--- src/rtl/snn_pkg.sv ---
// rtl/snn_pkg.sv - shared types and defaults for the IF spike decoder
package snn_pkg;

    typedef enum logic [1:0] {
        ST_IDLE  = 2'd0,
        ST_COUNT = 2'd1,
        ST_SCAN  = 2'd2,
        ST_DONE  = 2'd3
    } dec_state_t;

    localparam int DEF_NUM_NEURONS = 10;
    localparam int DEF_COUNT_WIDTH = 16;
    localparam int DEF_WINDOW      = 350;
    localparam int DEF_WIN_WIDTH   = 16;

    // Never narrower than one bit, even for a single-neuron layer.
    function automatic int class_width_for(int n);
        return (n <= 2) ? 1 : $clog2(n);
    endfunction

    localparam int DEF_CLASS_WIDTH = class_width_for(DEF_NUM_NEURONS);

endpackage

--- src/rtl/spike_counter.sv ---
// rtl/spike_counter.sv - saturating per-neuron spike counter with clear and enable
module spike_counter #(
    parameter int COUNT_WIDTH = 16
) (
    input  logic                   clk,
    input  logic                   rst,
    input  logic                   i_clr,
    input  logic                   i_en,
    output logic [COUNT_WIDTH-1:0] o_count
);

    logic [COUNT_WIDTH-1:0] r_count;

    always_ff @(posedge clk or negedge rst) begin
        if (!rst) begin
            r_count <= '0;
        end else if (i_clr) begin
            r_count <= '0;
        end else if (i_en && (r_count != '1)) begin
            r_count <= r_count + COUNT_WIDTH'(1);
        end
    end

    assign o_count = r_count;

endmodule

--- src/rtl/if_spike_decoder.sv ---
// rtl/if_spike_decoder.sv - windowed spike counting and winner-take-all classification
module if_spike_decoder
    import snn_pkg::*;
#(
    parameter int NUM_NEURONS = DEF_NUM_NEURONS,
    parameter int COUNT_WIDTH = DEF_COUNT_WIDTH,
    parameter int WINDOW      = DEF_WINDOW,
    parameter int WIN_WIDTH   = DEF_WIN_WIDTH,
    parameter int CLASS_WIDTH = class_width_for(NUM_NEURONS)
) (
    input  logic                   clk,
    input  logic                   rst,
    input  logic [NUM_NEURONS-1:0] spike_in,
    input  logic                   step_en,
    input  logic                   start,
    output logic                   busy,
    output logic                   result_valid,
    input  logic                   result_ready,
    output logic [CLASS_WIDTH-1:0] result_class,
    output logic [COUNT_WIDTH-1:0] result_count,
    output logic                   result_none
);

    localparam int NUM_SLOTS = 2 ** CLASS_WIDTH;
    localparam logic [WIN_WIDTH-1:0]   LP_LAST_STEP = WIN_WIDTH'(WINDOW - 1);
    localparam logic [CLASS_WIDTH-1:0] LP_LAST_IDX  = CLASS_WIDTH'(NUM_NEURONS - 1);

    dec_state_t             r_state;
    dec_state_t             w_state_next;
    logic [WIN_WIDTH-1:0]   r_step;
    logic [CLASS_WIDTH-1:0] r_scan_idx;
    logic [CLASS_WIDTH-1:0] r_best_idx;
    logic [COUNT_WIDTH-1:0] r_best_cnt;
    logic [CLASS_WIDTH-1:0] r_result_class;
    logic [COUNT_WIDTH-1:0] r_result_count;
    logic                   r_result_none;

    logic                   w_clr;
    logic                   w_sample;
    logic                   w_last_step;
    logic                   w_last_scan;
    logic                   w_better;
    logic [COUNT_WIDTH-1:0] w_sel_cnt;
    logic [CLASS_WIDTH-1:0] w_fin_idx;
    logic [COUNT_WIDTH-1:0] w_fin_cnt;
    logic [COUNT_WIDTH-1:0] w_counts [NUM_SLOTS];

    assign w_clr       = (r_state == ST_IDLE) && start;
    assign w_sample    = (r_state == ST_COUNT) && step_en;
    assign w_last_step = (r_step == LP_LAST_STEP);
    assign w_last_scan = (r_scan_idx == LP_LAST_IDX);

    // Slots past NUM_NEURONS read as zero so the scan mux index spans the full class width.
    for (genvar gi = 0; gi < NUM_SLOTS; gi++) begin : g_slot
        if (gi < NUM_NEURONS) begin : g_cnt
            spike_counter #(
                .COUNT_WIDTH(COUNT_WIDTH)
            ) u_cnt (
                .clk     (clk),
                .rst     (rst),
                .i_clr   (w_clr),
                .i_en    (w_sample & spike_in[gi]),
                .o_count (w_counts[gi])
            );
        end else begin : g_pad
            assign w_counts[gi] = '0;
        end
    end

    assign w_sel_cnt = w_counts[r_scan_idx];
    assign w_better  = (w_sel_cnt > r_best_cnt);
    assign w_fin_idx = w_better ? r_scan_idx : r_best_idx;
    assign w_fin_cnt = w_better ? w_sel_cnt : r_best_cnt;

    always_comb begin
        w_state_next = r_state;
        case (r_state)
            ST_IDLE:  if (start) w_state_next = ST_COUNT;
            ST_COUNT: if (w_sample && w_last_step) w_state_next = ST_SCAN;
            ST_SCAN:  if (w_last_scan) w_state_next = ST_DONE;
            ST_DONE:  if (result_ready) w_state_next = ST_IDLE;
            default:  w_state_next = ST_IDLE;
        endcase
    end

    always_ff @(posedge clk or negedge rst) begin
        if (!rst) begin
            r_state        <= ST_IDLE;
            r_step         <= '0;
            r_scan_idx     <= '0;
            r_best_idx     <= '0;
            r_best_cnt     <= '0;
            r_result_class <= '0;
            r_result_count <= '0;
            r_result_none  <= 1'b0;
        end else begin
            r_state <= w_state_next;

            if (w_clr) begin
                r_step <= '0;
            end else if (w_sample) begin
                r_step <= r_step + WIN_WIDTH'(1);
            end

            // Best starts at zero with strict compare, so neuron 0 wins ties and empty windows.
            if (r_state == ST_COUNT) begin
                r_scan_idx <= '0;
                r_best_idx <= '0;
                r_best_cnt <= '0;
            end else if (r_state == ST_SCAN) begin
                r_scan_idx <= r_scan_idx + CLASS_WIDTH'(1);
                r_best_idx <= w_fin_idx;
                r_best_cnt <= w_fin_cnt;
                if (w_last_scan) begin
                    r_result_class <= w_fin_idx;
                    r_result_count <= w_fin_cnt;
                    r_result_none  <= (w_fin_cnt == '0);
                end
            end
        end
    end

    assign busy         = (r_state == ST_COUNT) || (r_state == ST_SCAN);
    assign result_valid = (r_state == ST_DONE);
    assign result_class = r_result_class;
    assign result_count = r_result_count;
    assign result_none  = r_result_none;

endmodule

--- config.mk ---
export PLATFORM = sky130hd
export DESIGN_NAME = if_spike_decoder
export DESIGN_NICKNAME = d
export VERILOG_FILES = /design/src/rtl/snn_pkg.sv /design/src/rtl/spike_counter.sv /design/src/rtl/if_spike_decoder.sv
export SDC_FILE = /design/constraint.sdc
export NUM_CORES = 1
export LEC_CHECK = 0
export BUFFER_PORTS_ARGS = -buffer_cell sky130_fd_sc_hd__clkbuf_2
export CAP_MARGIN = 5
export CORE_MARGIN = 1
export CORE_UTILIZATION = 50
export CTS_CLUSTER_DIAMETER = 80
export DETAILED_ROUTE_END_ITERATION = 6
export PLACE_DENSITY = 0.66
export SYNTH_ARGS = -nofsm -noshare
export SYNTH_HDL_FRONTEND = slang
export SYNTH_SLANG_ARGS = --single-unit
--- constraint.sdc ---
create_clock -name clk -period 5.4 [get_ports clk]
set_input_delay 0.54 -clock clk [delete_from_list [all_inputs] [get_ports clk]]
set_output_delay 0.54 -clock clk [all_outputs]
set_load 0.02 [all_outputs]
Yosys cells after proc, flatten, opt, wreduce, memory -nomap -nowiden --
Cells that the tools add are included.
Operators by class: mux-type cells 38, multiply operators 0, shift-type cells 0, add/sub/neg operators 12, reduce and logical (&&, ||, !) cells 30, order comparisons 2, div/mod/pow operators 0, bitwise logic cells 12, equal/unequal tests 19
Operators by type and width (count):
- 16-bit 2-to-1 mux | 27
- 16-bit by 1-bit adder with 16-bit output (second input constant) | 11
- 16-bit != test (second input constant) | 10
- 16-bit binary-select mux with 4-bit select | 1
- 2-bit nonzero test | 12
- 4-bit 2-to-1 mux | 5
- 16-bit by 9-bit == test with 1-bit output (second input constant) | 1
- 16-bit > comparator | 1
- 16-bit zero test | 1
- 1-bit logical AND | 13
- 1-bit AND | 10
- 2-bit 2-to-1 mux | 4
- 2-bit one-hot mux with 4 select lines | 1
- 5-bit greater-or-equal comparator (second input constant) | 1
- 4-bit inverter with 5-bit output | 1
- 4-bit by 1-bit adder with 4-bit output (second input constant) | 1
- 2-bit == test (second input constant) | 2
- 4-bit == test (second input constant) | 1
- 2-bit by 1-bit != test with 1-bit output (second input constant) | 2
- 2-bit != test (second input constant) | 2
- 4-bit AND reduction | 1
- 3-bit AND reduction | 1
- 2-bit by 1-bit == test with 1-bit output (second input constant) | 1
- 2-bit zero test | 1
- 2 further kinds | 2
Word-level totals: bits in read-only memories 0, word-level logic and storage cells 131, bits in writable memories 0, register bits 223, latch bits 0, memories 0, output and inout bits 23, bits of input ports 15

Depth between registers and ports, before layout --
depth after elaboration 8, depth in mapped cells 14, depth with buffers taken out 11

Modules after synthesis --
Synthesis repeated with hierarchy kept, for this count alone.
Unflattened totals: cell total of the unflattened synthesis 1476, area total of the unflattened synthesis 14216.1 um^2
Modules (own cells, without submodules):
- spike_counter | area an instance 942.2 um^2, seq. area each 400.4 um^2, cells each 98, instances 10
- if_spike_decoder | area an instance 4794.6 um^2, seq. area each 1576.5 um^2, cells each 496, instances 1

Worst setup path before layout --
Ideal clock, no wire load.
kind reg2reg, start register r_scan_idx[0], end register r_best_cnt[10], arrival time 3.491 ns, stages on the path, launching flop included 12, period minus slack after synthesis 3.617 ns, setup time 0.126 ns, required time 5.274 ns, setup slack 1.783 ns, buffers on the path 2, cells stage by stage dfrtp_1 > buf_4 > buf_6 > mux4_2 > a221o_1 > ha_1 > a21o_1 > a21oi_1 > o221ai_1 > a211oi_2 > nor2_1 > a311o_1
On the way: word-level cells in the longest chain between the ends 8
RTL lines:
- from (decl) | RTL line if_spike_decoder.sv:31 | logic [CLASS_WIDTH-1:0] r_scan_idx;
- from (signal assigned) | RTL line if_spike_decoder.sv:111 | r_scan_idx <= r_scan_idx + CLASS_WIDTH'(1);
- 4-bit inverter with 5-bit output (implied by the code) * | RTL line if_spike_decoder.sv:70 | assign w_sel_cnt = w_counts[r_scan_idx];
- 16-bit binary-select mux with 4-bit select * | RTL line if_spike_decoder.sv:70
- 16-bit 2-to-1 mux (implied by the code) * (2 in a row) | RTL line if_spike_decoder.sv:70
- 16-bit > comparator | RTL line if_spike_decoder.sv:71 | assign w_better = (w_sel_cnt > r_best_cnt);
- 16-bit 2-to-1 mux * | RTL line if_spike_decoder.sv:73 | assign w_fin_cnt = w_better ? w_sel_cnt : r_best_cnt;
- 16-bit 2-to-1 mux * | RTL line if_spike_decoder.sv:110 | end else if (r_state == ST_SCAN) begin
- 16-bit 2-to-1 mux * | RTL line if_spike_decoder.sv:106 | if (r_state == ST_COUNT) begin
- to (signal assigned) | RTL line if_spike_decoder.sv:113 | r_best_cnt <= w_fin_cnt;
- to (decl) | RTL line if_spike_decoder.sv:33 | logic [COUNT_WIDTH-1:0] r_best_cnt;
Every way passes the cells marked *; elsewhere a longest branch is shown, timed or not. The select of a mux whose other input is x is not followed. A chain may end at the register's enable or synchronous reset.

Final worst setup path --
start register r_scan_idx[0], end register r_best_cnt[2]
Same word-level chain as after synthesis.

==> impl_metrics.py <==
metrics = {
    "synthesis": {
        "synth-warning-count": 0,
        "seq_area_frac_synth_pct": 43.1,
        "synth_top_area_cell": "dfrtp_1",
        "yosysTopAreaCellShare_pct": 43.1,
        "synthesis.nets": 1408,
        "postSynthRegisterBits": 223,
        "synth-edff-count": 0,
        "synth_ff_type": "dfrtp_1",
        "post_synth_num_cell_types": 71,
        "main_area_contributors_after_synthesis": "dfrtp_1 43%, xor2_1 6.4%, nor2_1 5.5%, ha_1 3.4%, mux2i_1 3.3%",
        "post_synth.cell_area_avg_um2": 9.53,
        "synth_cells": 1358,
        "leading_cell_type_by_number_of_instances_after_synthesis": "dfrtp_1",
        "post_synth_instance_area_mm2": 0.0129,
        "netlist_top_cells_count": "223 x dfrtp_1, 190 x nor2_1, 103 x nand2_1",
        "synth-async-reset-ratio_pct": 100,
    },
    "power": {
        "switchingPower_mw": 1.82,
        "p_leak_nw": 6.19,
        "netSwitchingFraction_pct": 35.1,
        "power_density_mw_per_mm2": 363,
        "seq_power_share_pct": 43.4,
        "power_share_of_the_clock_group_pct": 33.9,
        "total_power_mw": 5.18,
        "power.internal_mw": 3.37,
        "vdd.ir_drop.worst_mv": 0.243,
        "comb_power_share_pct": 22.7,
    },
    "die": {
        "fp.dieH_um": 163,
        "dieArea_mm2": 0.0265,
        "die_w_um": 163,
        "initial_core_util_pct": 51.3,
        "rows": 58,
        "core_region_area_mm2": 0.0253,
        "floorplan.io_pins": 38,
    },
    "sta": {
        "hold_viol_final": 0,
        "worst_clk_skew_ns": 0.0111,
        "finalCritPeriodShare_pct": 88.1,
        "clock.fmax_ghz": 0.210,
        "maxSlewHeadroom_pct": 30.1,
        "worst_tran_pin_value_ns": 1.05,
        "layout_min_cycle_time_ns": 4.76,
        "setup_viol": 0,
        "hold-worst-slack_ns": 0.0943,
        "final-max-slew-violation-count": 0,
        "rsz_0062_raised_after_global_routing": "no",
        "setup_total_negative_slack_ns": 0,
    },
    "worst_setup_path": {
        "timing.critical_path.mode_cell": "buf_4",
        "startpoint_type": "flop",
        "worstPathRequired_ns": 5.81,
        "reg2reg_setup_slack_ns": 0.64,
        "rr_endpoint": "r_best_cnt[2]",
        "worst_reg2reg_path_startpoint": "r_scan_idx[0]",
        "reg2reg_depth": 12,
        "timing.critical_path.fanout_max": 24,
        "critical_path_class": "flop to flop",
        "startpoint": "r_scan_idx[0]",
        "arrival_time_worst_endpoint_ns": 5.17,
        "timing.critical_path.cells": "buf_4 > mux2_2 > a221oi_2 > inv_1 > ha_1 > nand4_1 > or3_1 > a21oi_1 > a211o_1 > buf_4 > nand2_1 > a311o_1",
        "critical_path.endpoint_type": "flop",
        "timing.critical_path.slowest_stage_cell": "dfrtp_2",
        "worstSetupEndpoint": "r_best_cnt[2]",
        "max_stage_delay_ns": 0.82,
    },
    "cts": {
        "tritoncts.num_buffers": 26,
        "cts.repair.resized": 0,
        "cts.sink_count": 223,
        "tritoncts": "yes",
        "cts.htree.levels": 1,
        "clock_tree.buffer_depth": 3,
        "clock_latency_ns": 0.54,
        "cts_setup_buffers": 0,
        "cts_hold_buffers": 0,
        "root_buffer": "clkbuf_16",
        "clkSlewWorstSetupHoldPaths_ns": 0.06,
    },
    "route": {
        "drc": 0,
        "postRouteAntennaNets": 0,
        "post_drt_wl_per_cell_um": 19.9,
        "routed-via-count": 10573,
        "drt_iter0_markers": 1041,
        "first_pass_iters": 5,
        "vias_per_cell": 6.14,
        "detail_route.wirelength_um": 34200,
    },
    "grt": {
        "antenna_found_initial": 0,
        "total_congestion_overflow_after_global_routing": 0,
        "largest_net_degree_at_the_start_of_global_routing": 169,
        "grt_use_total_pct": 26.6,
        "grt_first_pass_wirelength_um": 55400,
        "grt_pass1_vias": 9853,
    },
    "finish": {
        "share_of_post_route_cells_with_drive_strength_above_1_pct": 10.3,
        "seqCellArea_mm2": 0.00558,
        "layout.nets": 1422,
        "flow.area_growth_from_synthesis_pct": 10.2,
        "post-route-util_pct": 56.5,
        "multiInputGateArea_mm2": 0.00692,
        "fill_cells": 2252,
    },
    "outcome": {
        "outcome": "finished, final reports clean",
    },
    "job": {
        "maxCapViolCount": 0,
    },
    "place": {
        "portBuffers": 37,
        "hpwl_um": 24000,
        "gp_congestion": 0.973,
    },
    "min_path": {
        "worst_hold_path_type": "input port to async pin",
    },
}
-- power groups by stage --
stage	Clock (mW)	Sequential [mW]	Combinational (mW)
2_1_floorplan	0	2.14	0.870
3_3_place_gp	0	2.27	1.13
3_5_place_dp	0	2.27	1.16
4_1_cts	1.79	2.24	1.17
5_1_grt	1.86	2.29	1.32
6_report	1.76	2.25	1.18
-- per-layer routing --
metal,up-vias,share of wire [%],routed length [um],GRT usage (%)
li1,4939,-,-,-
met1,5200,45,15500,38.5
met2,376,46,15600,41.1
met3,58,6.9,2370,4.07
met4,0,2.2,760,7.39
met5,-,0,0,0
-- logic make-up after synthesis --
| group | synth area share (%) |
|---|---|
| AO/OA/AOI/OAI | 10.9 |
| XOR/XNOR | 9.54 |
| adder cells (fa/ha/maj) | 3.38 |
| buffers and inverters | 3.51 |
| flip-flops | 43.1 |
| multiplexers | 7.47 |
| AND/OR/NAND/NOR | 22.1 |
-- layout make-up --
cell class	instances	area share, %
Antenna cell	1	0.0175
Clock buffer	36	5.32
Clock inverter	12	0.614
Inverter	47	1.24
Multi-Input combinational cell	1024	48.5
Sequential cell	223	39.1
Tap cell	330	2.89
Timing Repair Buffer	50	2.31
-- worst max-delay path: cells and delay by family (launching register included) --
kind                       cells  cell delay [ns]
buffers and inverters          3             0.74
AOI/OAI and AO/OA              4             1.34
and+or+nand+nor                3             1.03
DFF                            1             0.82
muxes                          1             0.37
adders and majority gates      1             0.32
-- stage by stage --
step | instance area [um^2] | std cells | setup slack (ns)
2_1_floorplan | 12900 | 1358 | 1.78
3_3_place_gp | 13400 | 1674 | 0.888
3_5_place_dp | 13400 | 1674 | 0.759
4_1_cts | 14300 | 1722 | 0.750
5_1_grt | 14300 | 1722 | 0.394
6_report | 14300 | 1723 | 0.640
-- registers in the layout, summed over array words and instances, names as in the netlist --
name,cells
result_none,1
r_best_cnt,16
r_best_idx,4
g_slot.g_cnt.u_cnt.o_count,160
r_scan_idx,4
r_state,2
result_class,4
r_step,16
result_count,16
-- worst min path at each step --
stage,from,end,slack (ns),depth (start not counted)
final,rst,g_slot[9].g_cnt.u_cnt.o_count[4],0.09,1
after global routing,rst,g_slot[9].g_cnt.u_cnt.o_count[4],0.18,1
after CTS,rst,g_slot[9].g_cnt.u_cnt.o_count[10],0.16,1
after detailed placement,result_count[12],result_count[12],0.47,2
after global placement,result_class[2],result_class[2],0.47,2
after floorplan,rst,g_slot[0].g_cnt.u_cnt.o_count[0],0.24,0
-- cell usage in the layout (no fill, tap or decap), types with 6 or more instances in the layout --
cell / instances
dfrtp_1: 221
nor2_1: 190
nand2_1: 103
xor2_1: 95
nand4_1: 66
nand3_1: 61
a21oi_1: 48
inv_1: 46
xnor2_1: 46
mux2i_1: 43
and3_1: 38
clkbuf_2: 36
ha_1: 35
o21ai_0: 30
clkbuf_16: 27
or3_1: 25
and4_1: 20
nor3_1: 20
mux4_2: 16
o22ai_1: 16
and2_1: 15
nor4_1: 15
mux2_2: 11
o21ai_1: 10
a311o_1: 10
o31ai_1: 10
clkinv_2: 10
buf_4: 10
a221oi_2: 6
nor2b_1: 6
a31oi_1: 6
o311ai_1: 6
(Power assumes the default switching activity.)
